--- config.mk ---
export PLATFORM = sky130hd
export DESIGN_NAME = alu_exec_ctrl
export DESIGN_NICKNAME = d
export VERILOG_FILES = /design/src/rtl/alu_exec_ctrl.sv
export SDC_FILE = /design/constraint.sdc
export NUM_CORES = 1
export LEC_CHECK = 0
export CAP_MARGIN = 20
export CORE_UTILIZATION = 45
export CTS_CLUSTER_SIZE = 14
export DETAILED_ROUTE_END_ITERATION = 12
export PLACE_DENSITY = 0.79
export RECOVER_POWER = 25
export SYNTH_ARGS = -nofsm -noshare
export SYNTH_HDL_FRONTEND = slang
export SYNTH_SLANG_ARGS = --single-unit
--- constraint.sdc ---
create_clock -name clk -period 1.75 [get_ports clk]
set_input_delay 0.35 -clock clk [delete_from_list [all_inputs] [get_ports clk]]
set_output_delay 0.35 -clock clk [all_outputs]
set_load 0.05 [all_outputs]
--- src/rtl/alu_exec_ctrl.sv ---
// rtl/alu_exec_ctrl.sv - execute-stage sequencer around the combinational 8-bit ALU
//
// Owns AC, R and Z. Accepts one opcode per valid/ready handshake.
// Sequence: IDLE -> EXEC (ALU driven, writeback at closing edge) -> RETIRE (done) -> IDLE.
//
// Ports:
//   clk, rst_n          rising-edge clock, synchronous active-low reset
//   op_valid, op_ready  opcode handshake (op_ready high only in IDLE)
//   opcode, operand     op code and external data for LDAC/LDR, captured on handshake
//   alu_sel, alu_ac,    select lines and operands to the ALU (alu_ac is always AC)
//   alu_bus
//   alu_result          ALU output looped back for writeback
//   ac_q, r_q, z_q      architectural registers
//   done                one-cycle pulse when an op retires
//   illegal             one-cycle pulse when an undefined opcode is handshaked
//   n_q                 negative flag, present only when ALU_EXEC_NFLAG_EN is defined
//
// Optional feature macro: ALU_EXEC_NFLAG_EN
module alu_exec_ctrl #(
  parameter int DW  = 8,
  parameter int OPW = 4
) (
  input  logic           clk,
  input  logic           rst_n,
  input  logic           op_valid,
  output logic           op_ready,
  input  logic [OPW-1:0] opcode,
  input  logic [DW-1:0]  operand,
  output logic [6:0]     alu_sel,
  output logic [DW-1:0]  alu_ac,
  output logic [DW-1:0]  alu_bus,
  input  logic [DW-1:0]  alu_result,
  output logic [DW-1:0]  ac_q,
  output logic [DW-1:0]  r_q,
  output logic           z_q,
`ifdef ALU_EXEC_NFLAG_EN
  output logic           n_q,
`endif
  output logic           done,
  output logic           illegal
);

  localparam logic [OPW-1:0] OP_NOP  = OPW'(4'b0000);
  localparam logic [OPW-1:0] OP_LDAC = OPW'(4'b0001);
  localparam logic [OPW-1:0] OP_LDR  = OPW'(4'b0010);
  localparam logic [OPW-1:0] OP_MVAC = OPW'(4'b0011);
  localparam logic [OPW-1:0] OP_MOVR = OPW'(4'b0100);
  localparam logic [OPW-1:0] OP_ADD  = OPW'(4'b1000);
  localparam logic [OPW-1:0] OP_SUB  = OPW'(4'b1001);
  localparam logic [OPW-1:0] OP_INAC = OPW'(4'b1010);
  localparam logic [OPW-1:0] OP_CLAC = OPW'(4'b1011);
  localparam logic [OPW-1:0] OP_AND  = OPW'(4'b1100);
  localparam logic [OPW-1:0] OP_OR   = OPW'(4'b1101);
  localparam logic [OPW-1:0] OP_XOR  = OPW'(4'b1110);
  localparam logic [OPW-1:0] OP_NOT  = OPW'(4'b1111);

  typedef enum logic [1:0] {
    IDLE   = 2'd0,
    EXEC   = 2'd1,
    RETIRE = 2'd2
  } state_t;

  state_t         state;
  logic [OPW-1:0] op_q;

  logic           dec_legal;
  logic [6:0]     dec_sel;
  logic [DW-1:0]  dec_bus;

  assign alu_ac = ac_q;

  // Decode the incoming opcode so alu_sel/alu_bus can be registered at the
  // handshake edge and are stable for the whole EXEC cycle. AC/R cannot change
  // while in IDLE, so sampling them here for MVAC/MOVR is safe.
  always_comb begin
    dec_legal = 1'b1;
    dec_sel   = 7'b0000000;
    dec_bus   = '0;
    case (opcode)
      OP_NOP: begin
        dec_sel = 7'b0000000;
      end
      OP_LDAC, OP_LDR: begin
        dec_sel = 7'b0000100;
        dec_bus = operand;
      end
      OP_MVAC: begin
        dec_sel = 7'b0000100;
        dec_bus = ac_q;
      end
      OP_MOVR: begin
        dec_sel = 7'b0000100;
        dec_bus = r_q;
      end
      OP_ADD: begin
        dec_sel = 7'b0000101;
        dec_bus = r_q;
      end
      OP_SUB: begin
        dec_sel = 7'b0001011;
        dec_bus = r_q;
      end
      OP_INAC: begin
        dec_sel = 7'b0001001;
      end
      OP_CLAC: begin
        dec_sel = 7'b0000000;
      end
      OP_AND: begin
        dec_sel = 7'b1000000;
        dec_bus = r_q;
      end
      OP_OR: begin
        dec_sel = 7'b1100000;
        dec_bus = r_q;
      end
      OP_XOR: begin
        dec_sel = 7'b1010000;
        dec_bus = r_q;
      end
      OP_NOT: begin
        dec_sel = 7'b1110000;
      end
      default: begin
        dec_legal = 1'b0;
      end
    endcase
  end

  always_ff @(posedge clk) begin
    if (!rst_n) begin
      state    <= IDLE;
      op_q     <= '0;
      ac_q     <= '0;
      r_q      <= '0;
      z_q      <= 1'b0;
`ifdef ALU_EXEC_NFLAG_EN
      n_q      <= 1'b0;
`endif
      alu_sel  <= 7'b0000000;
      alu_bus  <= '0;
      op_ready <= 1'b1;
      done     <= 1'b0;
      illegal  <= 1'b0;
    end else begin
      done    <= 1'b0;
      illegal <= 1'b0;
      case (state)
        IDLE: begin
          if (op_valid) begin
            op_q <= opcode;
            if (dec_legal) begin
              state    <= EXEC;
              op_ready <= 1'b0;
              alu_sel  <= dec_sel;
              alu_bus  <= dec_bus;
            end else begin
              illegal <= 1'b1;
            end
          end
        end
        EXEC: begin
          // Destination: AC for LDAC/MOVR, R for LDR/MVAC, AC plus flags for 1xxx.
          case (op_q)
            OP_LDAC, OP_MOVR: ac_q <= alu_result;
            OP_LDR, OP_MVAC:  r_q  <= alu_result;
            default: begin
              if (op_q[OPW-1]) begin
                ac_q <= alu_result;
                z_q  <= (alu_result == '0);
`ifdef ALU_EXEC_NFLAG_EN
                n_q  <= alu_result[DW-1];
`endif
              end
            end
          endcase
          alu_sel <= 7'b0000000;
          alu_bus <= '0;
          done    <= 1'b1;
          state   <= RETIRE;
        end
        RETIRE: begin
          op_ready <= 1'b1;
          state    <= IDLE;
        end
        default: begin
          op_ready <= 1'b1;
          state    <= IDLE;
        end
      endcase
    end
  end

endmodule
==> key figures <==
Clock network
  • H-Tree Depth: 2
  • Root Buffer: clkbuf_8
  • Clock sink count: 41
  • Num CTS Buffers: 5
  • # hold bufs at CTS: 0
  • Worst-skew pair later-pin latency: 0.29 ns
  • Clk pin slew, worst setup/hold paths: about 0.070 ns
  • Longest Clk Path Bufs: 2
  • Post-CTS resize count: 0
  • # Post-CTS Setup Buffers: 0
  • CTS tree: done

STA
  • Slew margin rel.: 60.4%
  • Fin crit share: a little over nine tenths
  • Fmax: 587 MHz
  • WHS: around 0.47 ns
  • Max-slew violation count: 0
  • Final worst setup slack: ~0.046 ns
  • Min Tclk post-route: between 1.5 and 2 ns
  • Final Hold Violating Endpoints: 0
  • Setup_tns: 0 ns
  • Final setup vio count: 0
  • Skew final: 0.00261 ns
  • RSZ-0062 raised after global routing: no
  • Worst slew pin tran: 0.597 ns

Final layout
  • Fillers: 374
  • Share of cells above drive strength 1: 21.0%
  • Filler-free cell count of the finished design: 331
  • Final instance area: 2600 um^2
  • Core Util, Final: around 64%
  • Fin nets: 304
  • Area Growth Syn to Fin: 34.9%
  • # diodes: 0

Floorplan
  • CORE AREA: between 4000 and 5000 um^2
  • Die ar.: roughly 4600 um^2
  • Die width: roughly 68 um
  • I/O pin count: 66
  • Starting Density: about 48%
  • Chip Height: ~68 um
  • Site Rows: 23

Synthesis
  • Post-Syn Area: 1930 um^2
  • Area contributors post-synth: dfxtp_1, mux2i_1, o2bb2ai_1
  • Most frequent cell after synthesis: dfxtp_1
  • Post-synth EDFFs: 0
  • Sequential-to-total area share from yosys stat: a little over two fifths
  • Distinct cells, synth: 34
  • Synth async-reset ratio: 0%
  • Yosys top cell by area: dfxtp_1
  • Ys flop type: dfxtp_1
  • Post-Synthesis Net Count: roughly 240
  • #FFs+latches synth: 41
  • Syn Inst Count: 212
  • Synth cell count leaders: dfxtp_1, nand2_1, mux2i_1
  • Avg Inst Size Synth: 9.11 um^2
  • Count of yosys warnings during synthesis: 0
  • Post-synth top area share: 42.5%

Run
  • Max_cap viols: 0

GRT
  • Largest net degree at the start of global routing: 35
  • Vias in the first global route: 1478
  • Total Routing Usage GR: between 20% and 30%
  • Antenna violations before repair: 0
  • Grt ovf: 0
  • First-pass GRT wire length: around 7.4 mm

Place
  • Post-DP Area: 2580 um^2
  • I/O Buffers: 65
  • Worst slack, placed: -0.280 ns
  • Dpl hpwl: 3.51 mm
  • Gpl congestion: 0.777
  • Placed Instances: ~320

Power
  • Logic pwr share: 19.3%
  • Total Power: 1.99 mW
  • NetSw: 0.556 mW
  • Power share of the sequential group: 49.2%
  • LEAKAGE: 1.09 nW
  • Net Sw Frac: approximately 28%
  • Pwr/cell area: 765 nW/um^2
  • VDD IR max: 0.475 mV
  • Internal power: 1.43 mW
  • Clock group share of total power: 31.4%

Worst setup path
  • CP required: 1.97 ns
  • Critical path class: input pin to flop
  • Setup crit start kind: input pin
  • CP Capture Type: flop
  • Worst-path fanout max: 3
  • CP arrival: roughly 1.9 ns
  • Reg-to-reg slack, setup: 0.25 ns

Routing
  • Via count: 1712
  • Initial DRC count: 119
  • Via-to-Cell Ratio: 5.17
  • First drt pass iteration count: 6
  • WL final: 4.75 mm
  • Routed length per instance: 14.3 um
  • Post-route ant nets: 0
  • DRC: 0

Hold path
  • Hold Path Class: flop to flop

Outcome
  • Outcome: complete, no violations
## critical path, stage by stage
cell             delay, ns
clkdlybuf4s50_1       0.52
nand2b_4              0.06
or3b_4                0.40
or3b_4                0.43
o2bb2ai_1             0.16
## final timing paths
| check | start | to | depth (start not counted) |
|---|---|---|---|
| min reg2reg | alu_bus[1]$_SDFFE_PN0P_ | alu_bus[1]$_SDFFE_PN0P_ | 1 |
| min | alu_bus[1]$_SDFFE_PN0P_ | alu_bus[1]$_SDFFE_PN0P_ | 1 |
| max | op_valid | alu_sel[3]$_SDFFE_PN0P_ | 5 |
| max reg2reg | state[0]$_SDFFE_PN0P_ | alu_sel[3]$_SDFFE_PN0P_ | 4 |
## flip-flops by register name (all words and copies together) (netlist names)
| signal | cells |
|---|---|
| ac_q | 8 |
| alu_bus | 8 |
| r_q | 8 |
| alu_sel | 7 |
| op_q | 4 |
| state | 2 |
| done | 1 |
| illegal | 1 |
| op_ready | 1 |
| z_q | 1 |
## kinds of logic after synthesis
| kind of cell | synth area share [%] |
|---|---|
| buffers and inverters | 7.52 |
| flip-flops | 42.5 |
| XOR/XNOR | 0.907 |
| multiplexers | 12.4 |
| adder cells (fa/ha/maj) | 0.518 |
| AO/OA/AOI/OAI | 20.0 |
| AND/OR/NAND/NOR | 16.1 |
## power groups by stage
stage	registers [mW]	logic, mW	clock network (mW)
detailed placement	1.00	0.390	0
global placement	1.00	0.386	0
global route	0.984	0.410	0.684
floorplan	1.06	0.173	0
CTS	0.980	0.392	0.638
finish	0.980	0.385	0.626
## layer usage
metal	global-route usage, %	share of wire, %
met1	32.0	51
met4	8.78	1.3
met5	0	0
met3	5.91	4.4
met2	31.8	43
## cells in the final DEF (no fill, tap or decap), drive strengths merged, types with 3 or more instances in the layout
cell           synthesis  layout
buf                   16      45
dfxtp                 41      41
clkbuf                 8      26
nand2                 25      25
mux2i                 24      24
clkdlybuf4s50          0      20
a21oi                 17      17
o2bb2ai               12      12
nor2b                 11      11
nor2                   8       8
a211oi                 8       8
o21ai                  6       6
a21boi                 5       5
inv                    4       4
and2                   3       3
## area by class of cell
type                            instances  area [um^2]  share of cell area [%]
Timing Repair Buffer                   86          644                    24.7
Multi-Input combinational cell        143          975                    37.4
Tap cell                               50         62.6                    2.40
Clock buffer                            7         86.3                    3.32
Inverter                                4         15.0                   0.577
Sequential cell                        41          821                    31.5
No activity file was read; power rests on OpenSTA's default activity.
